### config.mk
export PLATFORM = sky130hd
export DESIGN_NAME = ay_bus_sequencer
export DESIGN_NICKNAME = d
export VERILOG_FILES = /design/src/rtl/ay_seq_pkg.sv /design/src/rtl/ay_cmd_fifo.sv /design/src/rtl/ay_bus_sequencer.sv
export SDC_FILE = /design/constraint.sdc
export NUM_CORES = 1
export LEC_CHECK = 0
export CAP_MARGIN = 20
export CORE_MARGIN = 8
export CORE_UTILIZATION = 35
export CTS_CLUSTER_DIAMETER = 150
export DETAILED_ROUTE_END_ITERATION = 6
export SETUP_SLACK_MARGIN = 0.02
export SLEW_MARGIN = 10
export SYNTH_ARGS = -nofsm -noshare
export SYNTH_HDL_FRONTEND = slang
export SYNTH_SLANG_ARGS = --single-unit
### constraint.sdc
create_clock -name clk -period 3.7 [get_ports clk]
set_input_delay 0.74 -clock clk [delete_from_list [all_inputs] [get_ports clk]]
set_output_delay 0.74 -clock clk [all_outputs]
set_load 0.02 [all_outputs]
### src/rtl/ay_seq_pkg.sv
// Shared types and constants for the AY/YM2149 bus sequencer: FSM states,
// command entry layout and the per-register write masks.
package ay_seq_pkg;

    typedef enum logic [1:0] {
        StIdle,
        StSetup,
        StStrobe,
        StHold
    } seq_state_e;

    localparam logic CMD_ADDR = 1'b1;
    localparam logic CMD_DATA = 1'b0;

    localparam int unsigned CMD_W = 9;

    typedef struct packed {
        logic       is_addr;
        logic [7:0] data;
    } cmd_t;

    // Index 0 is the rightmost element: R0 .. R15
    localparam logic [15:0][7:0] REG_MASK = {
        8'hFF, 8'hFF, 8'h0F, 8'hFF, 8'hFF, 8'h1F, 8'h1F, 8'h1F,
        8'hFF, 8'h1F, 8'h0F, 8'hFF, 8'h0F, 8'hFF, 8'h0F, 8'hFF
    };

endpackage

### src/rtl/ay_cmd_fifo.sv
// Show-ahead command FIFO; a push while full is accepted only when a pop
// frees a slot in the same clk.
module ay_cmd_fifo
    import ay_seq_pkg::*;
#(
    parameter int unsigned DEPTH = 4
) (
    input  logic             clk,
    input  logic             reset_n,
    input  logic             push,
    input  logic [CMD_W-1:0] din,
    input  logic             pop,
    output logic [CMD_W-1:0] dout,
    output logic             full,
    output logic             empty
);

    localparam int unsigned AW = $clog2(DEPTH);

    logic [AW:0]                  wr_ptr_q, wr_ptr_d, rd_ptr_q, rd_ptr_d;
    logic [DEPTH-1:0][CMD_W-1:0]  mem_q, mem_d;
    logic                         do_push, do_pop;

    assign empty = (wr_ptr_q == rd_ptr_q);
    assign full  = (wr_ptr_q[AW] != rd_ptr_q[AW]) && (wr_ptr_q[AW-1:0] == rd_ptr_q[AW-1:0]);
    assign dout  = mem_q[rd_ptr_q[AW-1:0]];

    assign do_push = push & (~full | pop);
    assign do_pop  = pop & ~empty;

    always_comb begin
        mem_d    = mem_q;
        wr_ptr_d = wr_ptr_q;
        rd_ptr_d = rd_ptr_q;
        if (do_push) begin
            mem_d[wr_ptr_q[AW-1:0]] = din;
            wr_ptr_d                = wr_ptr_q + (AW+1)'(1);
        end
        if (do_pop) begin
            rd_ptr_d = rd_ptr_q + (AW+1)'(1);
        end
    end

    always_ff @(posedge clk or negedge reset_n) begin
        if (!reset_n) begin
            mem_q    <= '0;
            wr_ptr_q <= '0;
            rd_ptr_q <= '0;
        end else begin
            mem_q    <= mem_d;
            wr_ptr_q <= wr_ptr_d;
            rd_ptr_q <= rd_ptr_d;
        end
    end

endmodule

### src/rtl/ay_bus_sequencer.sv
// Buffers CPU writes to the AY ports and replays them as phased BDIR/BC cycles,
// one phase per clock enable; CPU reads are served from a masked shadow copy.
module ay_bus_sequencer
    import ay_seq_pkg::*;
#(
    parameter int unsigned FIFO_DEPTH = 4,
    parameter logic [7:0]  PORT_BASE  = 8'h14
) (
    input  logic       clk,
    input  logic       reset_n,
    input  logic [7:0] shavv,
    input  logic [7:0] data,
    input  logic       negedge_zpvv_n,
    input  logic       negedge_chtvv_n,
    input  logic       ce,
    output logic [7:0] ym_di,
    output logic       ym_bdir,
    output logic       ym_bc,
    output logic [7:0] data_o,
    output logic       busy,
    output logic       overflow
);

    seq_state_e       state_q, state_d;
    logic [7:0]       cpu_addr_q, cpu_addr_d;
    logic [15:0][7:0] shadow_q, shadow_d;
    logic [7:0]       data_o_q, data_o_d;
    logic [7:0]       ym_di_q, ym_di_d;
    logic             is_addr_q, is_addr_d;
    logic             ym_bdir_q, ym_bc_q, overflow_q, overflow_d;

    logic  sel, wr, rd;
    logic  push_req, pop;
    cmd_t  push_entry, head;
    logic  fifo_full, fifo_empty;

    assign sel = (shavv[7:1] == PORT_BASE[7:1]);
    assign wr  = sel & negedge_zpvv_n;
    assign rd  = sel & negedge_chtvv_n;

    ay_cmd_fifo #(
        .DEPTH (FIFO_DEPTH)
    ) u_fifo (
        .clk     (clk),
        .reset_n (reset_n),
        .push    (push_req),
        .din     (push_entry),
        .pop     (pop),
        .dout    (head),
        .full    (fifo_full),
        .empty   (fifo_empty)
    );

    // CPU side: the write is applied before the read so a same-clk read sees it
    always_comb begin
        cpu_addr_d = cpu_addr_q;
        shadow_d   = shadow_q;
        data_o_d   = data_o_q;
        push_req   = 1'b0;
        push_entry = '{is_addr: CMD_DATA, data: data};
        if (wr) begin
            if (shavv[0]) begin
                cpu_addr_d = data;
                push_req   = 1'b1;
                push_entry = '{is_addr: CMD_ADDR, data: data};
            end else if (cpu_addr_q[7:4] == 4'h0) begin
                shadow_d[cpu_addr_q[3:0]] = data & REG_MASK[cpu_addr_q[3:0]];
                push_req                  = 1'b1;
            end
        end
        if (rd) begin
            if (!shavv[0] && cpu_addr_d[7:4] == 4'h0) begin
                data_o_d = shadow_d[cpu_addr_d[3:0]];
            end else begin
                data_o_d = 8'hFF;
            end
        end
        overflow_d = push_req & fifo_full & ~pop;
    end

    always_comb begin
        state_d   = state_q;
        pop       = 1'b0;
        ym_di_d   = ym_di_q;
        is_addr_d = is_addr_q;
        unique case (state_q)
            StIdle: begin
                if (!fifo_empty) begin
                    pop       = 1'b1;
                    ym_di_d   = head.data;
                    is_addr_d = (head.is_addr == CMD_ADDR);
                    state_d   = StSetup;
                end
            end
            StSetup:  if (ce) state_d = StStrobe;
            StStrobe: if (ce) state_d = StHold;
            StHold:   if (ce) state_d = StIdle;
            default:  state_d = StIdle;
        endcase
    end

    always_ff @(posedge clk or negedge reset_n) begin
        if (!reset_n) begin
            state_q    <= StIdle;
            cpu_addr_q <= '0;
            shadow_q   <= '0;
            data_o_q   <= 8'hFF;
            ym_di_q    <= '0;
            is_addr_q  <= 1'b0;
            ym_bdir_q  <= 1'b0;
            ym_bc_q    <= 1'b0;
            overflow_q <= 1'b0;
        end else begin
            state_q    <= state_d;
            cpu_addr_q <= cpu_addr_d;
            shadow_q   <= shadow_d;
            data_o_q   <= data_o_d;
            ym_di_q    <= ym_di_d;
            is_addr_q  <= is_addr_d;
            ym_bdir_q  <= (state_q == StStrobe);
            ym_bc_q    <= (state_q == StStrobe) & is_addr_q;
            overflow_q <= overflow_d;
        end
    end

    assign ym_di    = ym_di_q;
    assign ym_bdir  = ym_bdir_q;
    assign ym_bc    = ym_bc_q;
    assign data_o   = data_o_q;
    assign overflow = overflow_q;
    assign busy     = ~fifo_empty | (state_q != StIdle);

endmodule
==> run_results.csv, run 1 <==
group,metric,value,unit
synthesis,async_flop_share,1.00,
critical_path,cp_max_fo,9,
sta,finalSetupViolCount,0,
placed_design,place_congestion,0.924,
synthesis,synthFlopType,"dfrtp_1",
cells_and_area,area_growth,21.8,%
synthesis,netlist.area_leader.share,0.482,
cts,cts_resized,0,
sta,skew,0.00914,ns
synthesis,synth.ff_latch_count,200,
detailed_routing,routed_wl,30400,µm
cells_and_area,layout.nets,1148,
cells_and_area,drive_above_1_share,0.217,
sta,fin_crit_sh,0.939,
power,power_density,434,mW/mm²
synthesis,syn-instance-count,1004,
sta,layout_min_cycle_time,3.47,ns
sta,rsz0062_at_grt,"false",
cells_and_area,fin_cells,1504,
cells_and_area,nFillCells,2713,
detailed_routing,route.antenna.remaining_nets,0,
cts,cts_made_buffers,17,
synthesis,syn_area,0.00997,mm²
detailed_routing,route.detailed.drc,0,
worst_hold_path,hold_path_class,"in2async",
power,ir_worst_vdd,0.279,mV
cells_and_area,multiInputGateArea,0.00458,mm²
floorplan,fp.dieH,185,µm
grt,grt_pass1_wl,47900,µm
grt,grt_pass1_vias,8280,
cts,htreeDepth,4,
grt,grt.overflow.total,0,
cells_and_area,register_area,0.00501,mm²
floorplan,initial_core_util,0.357,
power,power.leakage,0.00542,µW
synthesis,synth_nets,1039,
detailed_routing,via_count,8299,
status,status,"completed",
synthesis,synth_top_area_cell,"dfrtp_1",
synthesis,yosysSeqAreaShare,0.503,
floorplan,die_w,185,µm
critical_path,startpoint_type,"input pin",
floorplan,io_pins,41,
grt,gr-usage-all-layers,0.181,
synthesis,synth_area_leaders,"dfrtp_1, nand2_1, mux2_2",
placed_design,place_inst,1472,
cts,cts_setup_buffers,0,
placed_design,place.port_buffers,40,
synthesis,synth_cell_types,71,
job,drv_cap,0,
sta,tightest_slew,0.595,ns
grt,grt_antenna_before_repair,0,
cts,cts_root_buf,"clkbuf_16",
placed_design,placed_cell_area,0.0115,mm²
sta,tns,0,ns
critical_path,crit_type,"in2reg",
floorplan,coreArea,0.0279,mm²
detailed_routing,viasPerCell,5.52,
cts,hold_buffers,0,
floorplan,rows,61,
sta,max_freq,0.288,GHz
cts,cts_buffer_depth,2,
placed_design,dp_hpwl,21600,µm
cts,clkTransAtPathRegs,0.08,ns
synthesis,synth_edf_count,0,
sta,hold_viol_final,0,
cells_and_area,diodes,0,
cts,cts_tree,"yes",
critical_path,cp.arrival,3.86,ns
grt,grt_max_degree,71,
floorplan,dieArea,0.0341,mm²
power,power,5270,µW
synthesis,avgSynthCellArea,9.93,µm²
sta,whs,0.284,ns
critical_path,cp_data_required_time,4.09,ns
detailed_routing,post_drt_wl_per_cell,20.2,µm
cells_and_area,fin_area,0.0121,mm²
cts,clock_sinks,200,
detailed_routing,dr.pass1.iters,5,
critical_path,crit_path_end_kind,"flip-flop",
cts,insertion_delay,0.44,ns
synthesis,ys_warn_count,0,
detailed_routing,first_iter_violations,792,
sta,maxSlewHeadroom,0.603,
sta,slew_viol_final,0,
-- final timing paths --
kind,start,endpoint,slack (ns),cells after the start
worst min register to register,shadow_q[42],shadow_q[42],0.48,2
max in group asynchronous,reset_n,data_o[5],2.59,2
worst max-delay path,shavv[7],data_o[5],0.23,12
min in group clk,shadow_q[42],shadow_q[42],0.48,2
worst min-delay path,reset_n,ym_di[3],0.28,1
worst max register to register,cpu_addr_q[0],data_o[7],0.54,9
-- cell usage in the layout (no fill, tap or decap), types with 5 or more instances in the layout --
| cell | synthesis | layout |
|---|---|---|
| a211oi_1 | 7 | 7 |
| a21oi_1 | 23 | 23 |
| a31oi_1 | 12 | 12 |
| and3_1 | 14 | 14 |
| buf_12 | 0 | 5 |
| buf_4 | 1 | 120 |
| clkbuf_16 | 0 | 17 |
| clkdlybuf4s50_1 | 0 | 39 |
| dfrtp_1 | 192 | 192 |
| dfstp_2 | 8 | 8 |
| ha_1 | 14 | 14 |
| inv_1 | 15 | 15 |
| inv_6 | 0 | 6 |
| mux2_2 | 57 | 57 |
| mux2i_1 | 22 | 22 |
| mux4_2 | 10 | 10 |
| nand2_1 | 179 | 179 |
| nand3_1 | 35 | 35 |
| nand4_1 | 10 | 10 |
| nor2_1 | 39 | 39 |
| nor3_1 | 27 | 27 |
| nor4_1 | 6 | 6 |
| o211ai_1 | 26 | 26 |
| o21ai_0 | 123 | 123 |
| o31ai_1 | 7 | 7 |
| or3_1 | 7 | 7 |
| xnor2_1 | 6 | 6 |
-- cells by family (layout without fill, tap and decap cells) --
| kind of cell | Yosys count | in the layout | share of synthesized area |
|---|---|---|---|
| simple gates | 346 | 346 | 0.163 |
| compound gates | 252 | 252 | 0.158 |
| flops | 200 | 200 | 0.503 |
| buf+inv | 93 | 215 | 0.0384 |
| mux | 91 | 91 | 0.113 |
| fa+ha+maj | 14 | 14 | 0.0176 |
| xor+xnor | 8 | 8 | 0.00703 |
-- per-layer routing --
layer / wire length (µm) / track usage / part of all wire / up-vias
li1: - / - / - / 3853
met1: 13900 / 0.247 / 0.46 / 4069
met2: 13300 / 0.276 / 0.44 / 313
met3: 2170 / 0.0409 / 0.071 / 64
met4: 986 / 0.0717 / 0.032 / 0
met5: 0 / 0 / 0 / -
-- cell usage after synthesis (10+ instances only) --
master	count
a31oi_1	12
dfrtp_1	192
a21oi_1	23
nand2_1	179
mux2i_1	22
mux4_2	10
inv_1	15
nor3_1	27
nand3_1	35
mux2_2	57
o211ai_1	26
clkbuf_1	52
ha_1	14
nor2_1	39
o21ai_0	123
and3_1	14
nand4_1	10
-- sequential cells by signal (all words and copies together) (netlist names) --
register         cells
ym_di                8
ym_bdir              1
ym_bc                1
shadow_q           128
is_addr_q            1
data_o               8
state_q              2
u_fifo.rd_ptr_q      3
u_fifo.wr_ptr_q      3
overflow             1
u_fifo.mem_q        36
cpu_addr_q           8
-- layout make-up --
| cell class | count | area share |
|---|---|---|
| clock buffers | 17 | 0.0350 |
| clock inverters | 15 | 0.0145 |
| inverters | 18 | 0.00556 |
| multi-input cells | 711 | 0.377 |
| flip-flops and latches | 200 | 0.413 |
| well taps | 378 | 0.0389 |
| repair buffers | 165 | 0.116 |
-- where the power goes --
| part | internal, µW | switching, µW | leakage, µW | total, µW |
|---|---|---|---|---|
| Clock | 975 | 967 | 0.000293 | 1940 |
| Combinational | 394 | 526 | 0.00240 | 920 |
| Sequential | 2300 | 107 | 0.00272 | 2400 |
-- critical path: stages --
cell	delay, ns
clkdlybuf4s50_1	0.48
nor4b_4	0.45
buf_4	0.18
and2_1	0.31
buf_4	0.18
nand4_1	0.10
buf_4	0.20
buf_4	0.15
mux2i_1	0.22
o22ai_1	0.13
a2111oi_1	0.56
a211o_1	0.17
-- metrics by stage --
step | utilization | setup slack [ns]
2_1_floorplan | - | 0.579
4_1_cts | 0.435 | 0.154
3_3_place_gp | 0.413 | -0.264
5_1_grt | 0.435 | 0.0347
6_report | 0.435 | 0.225
3_5_place_dp | 0.413 | -0.308
(Power assumes the default switching activity.)
==> run 2: changes to the inputs <==
--- a/config.mk
+++ b/config.mk
@@ -7,9 +7,10 @@
 export LEC_CHECK = 0
 export CAP_MARGIN = 20
 export CORE_MARGIN = 8
-export CORE_UTILIZATION = 35
+export CORE_UTILIZATION = 60
 export CTS_CLUSTER_DIAMETER = 150
 export DETAILED_ROUTE_END_ITERATION = 6
+export PLACE_DENSITY = 0.79
 export SETUP_SLACK_MARGIN = 0.02
 export SLEW_MARGIN = 10
 export SYNTH_ARGS = -nofsm -noshare
==> run_results.csv, run 2 (synthesis results as in run 1) <==
group,metric,value,unit
critical_path,slowest_stage,"or4b_4",
cells_and_area,register_area,0.00501,mm²
cts,cts_root_buf,"clkbuf_16",
cells_and_area,layout_commonest_cell,"dfrtp_1",
cts,hold_buffers,0,
critical_path,crit_chain,"clkdlybuf4s50_1 > or4b_4 > nor4_4 > buf_4 > nand3_1 > nor3b_1 > a2111oi_0 > buf_4 > a2111o_1 > o211ai_1 > o211ai_1",
sta,finalSetupViolCount,0,
floorplan,io_pins,41,
grt,grt_max_degree,86,
critical_path,worst_path_largest_cell_delay,0.60,ns
placed_design,place_congestion,0.993,
floorplan,initial_core_util,0.608,
detailed_routing,route.antenna.remaining_nets,0,
cts,clkTransAtPathRegs,0.07,ns
detailed_routing,post_drt_wl_per_cell,22.5,µm
critical_path,crit_path_end_kind,"flip-flop",
sta,fin_crit_sh,0.917,
grt,gr-usage-all-layers,0.285,
sta,maxSlewHeadroom,0.479,
cts,insertion_delay,0.44,ns
cts,cts_resized,0,
cells_and_area,area_growth,18.2,%
detailed_routing,dr.pass1.iters,6,
cts,htreeDepth,4,
detailed_routing,via_count,8621,
cells_and_area,nFillCells,1145,
cells_and_area,regMostFlops,"shadow_q",
job,drv_cap,0,
grt,grt.overflow.total,0,
grt,grt_pass1_wl,47400,µm
cells_and_area,final_cell_mix,"dfrtp_1, nand2_1, o21ai_0",
floorplan,rows,47,
placed_design,placed_cell_area,0.0112,mm²
cts,cts_setup_buffers,0,
floorplan,dieArea,0.0210,mm²
detailed_routing,routed_wl,29700,µm
grt,grt_pass1_vias,8492,
status,status,"completed",
detailed_routing,first_iter_violations,939,
critical_path,cp_max_fo,6,
critical_path,startpoint_type,"input pin",
grt,grt_antenna_before_repair,0,
sta,tns,0,ns
power,power_density,439,mW/mm²
floorplan,coreArea,0.0164,mm²
detailed_routing,route.detailed.drc,0,
sta,hold_viol_final,0,
placed_design,dp_hpwl,20500,µm
sta,tightest_slew,0.778,ns
sta,whs,0.333,ns
power,power,5180,µW
sta,layout_min_cycle_time,3.39,ns
sta,rsz0062_at_grt,"false",
cells_and_area,diodes,0,
cells_and_area,multiInputGateArea,0.00458,mm²
cells_and_area,largest_reg_flops,128,
critical_path,crit_type,"in2reg",
sta,max_freq,0.295,GHz
placed_design,place.port_buffers,40,
cells_and_area,reg_top3,"shadow_q x128, u_fifo.mem_q x36",
critical_path,cp.arrival,3.74,ns
cts,cts_made_buffers,17,
cells_and_area,fin_area,0.0118,mm²
detailed_routing,viasPerCell,6.52,
cells_and_area,drive_above_1_share,0.200,
power,power.leakage,0.00532,µW
sta,skew,0.00817,ns
cts,clock_sinks,200,
power,ir_worst_vdd,0.334,mV
cells_and_area,layout.nets,1125,
cts,cts_buffer_depth,2,
critical_path,cp_data_required_time,4.05,ns
worst_hold_path,hold_path_class,"in2async",
cts,cts_tree,"yes",
floorplan,fp.dieH,145,µm
floorplan,die_w,145,µm
sta,slew_viol_final,0,
## run 2: cell count changes in the layout (fill, tap and decap cells not counted), sizes merged
cell / previous run / this run
clkinvlp: 1 / 2
clkinv: 5 / 6
buf: 125 / 102
clkbuf: 18 / 21
inv: 26 / 21
## run 2: where the power goes
group	switching, µW	total, µW	internal (µW)
Sequential	102	2400	2300
Combinational	540	935	395
Clock	853	1840	992
## run 2: stage by stage
| step | cells | util | setup WS, ns |
|---|---|---|---|
| floorplan | 1004 | - | 0.579 |
| detailed placement | 1291 | 0.683 | -0.00846 |
| global route | 1323 | 0.718 | 0.205 |
| CTS | 1323 | 0.718 | 0.390 |
| global placement | 1291 | 0.683 | 0.00276 |
| finish | 1323 | 0.718 | 0.308 |
## run 2: layout make-up
type	count	area share
Sequential cell	200	0.425
Multi-Input combinational cell	711	0.389
Timing Repair Buffer	142	0.108
Clock buffer	20	0.0396
Tap cell	220	0.0234
Clock inverter	12	0.00955
Inverter	18	0.00573
## run 2: per-layer routing
| metal | GRT usage | vias to the layer above | routed length, µm |
|---|---|---|---|
| li1 | - | 3792 | - |
| met1 | 0.366 | 4235 | 12000 |
| met2 | 0.442 | 498 | 13800 |
| met3 | 0.0703 | 96 | 2630 |
| met4 | 0.144 | 0 | 1370 |
| met5 | 0 | - | 0 |
## run 2: worst paths after layout
check | startpoint | endpoint | slack, ns | depth (start not counted)
setup / recovery | shavv[7] | data_o[3] | 0.31 | 11
hold / removal | reset_n | ym_bdir | 0.33 | 1
setup reg to reg | cpu_addr_q[1] | data_o[7] | 0.44 | 9
hold reg to reg | shadow_q[79] | shadow_q[79] | 0.47 | 2
max in group asynchronous | reset_n | ym_di[2] | 2.45 | 2
min in group clk | shadow_q[79] | shadow_q[79] | 0.47 | 2
## run 2: worst max-delay path: cells and delay by family
| family | cells | cell delay [ns] |
|---|---|---|
| buffers and inverters | 3 | 0.90 |
| AOI/OAI and AO/OA | 4 | 0.88 |
| and+or+nand+nor | 4 | 1.22 |
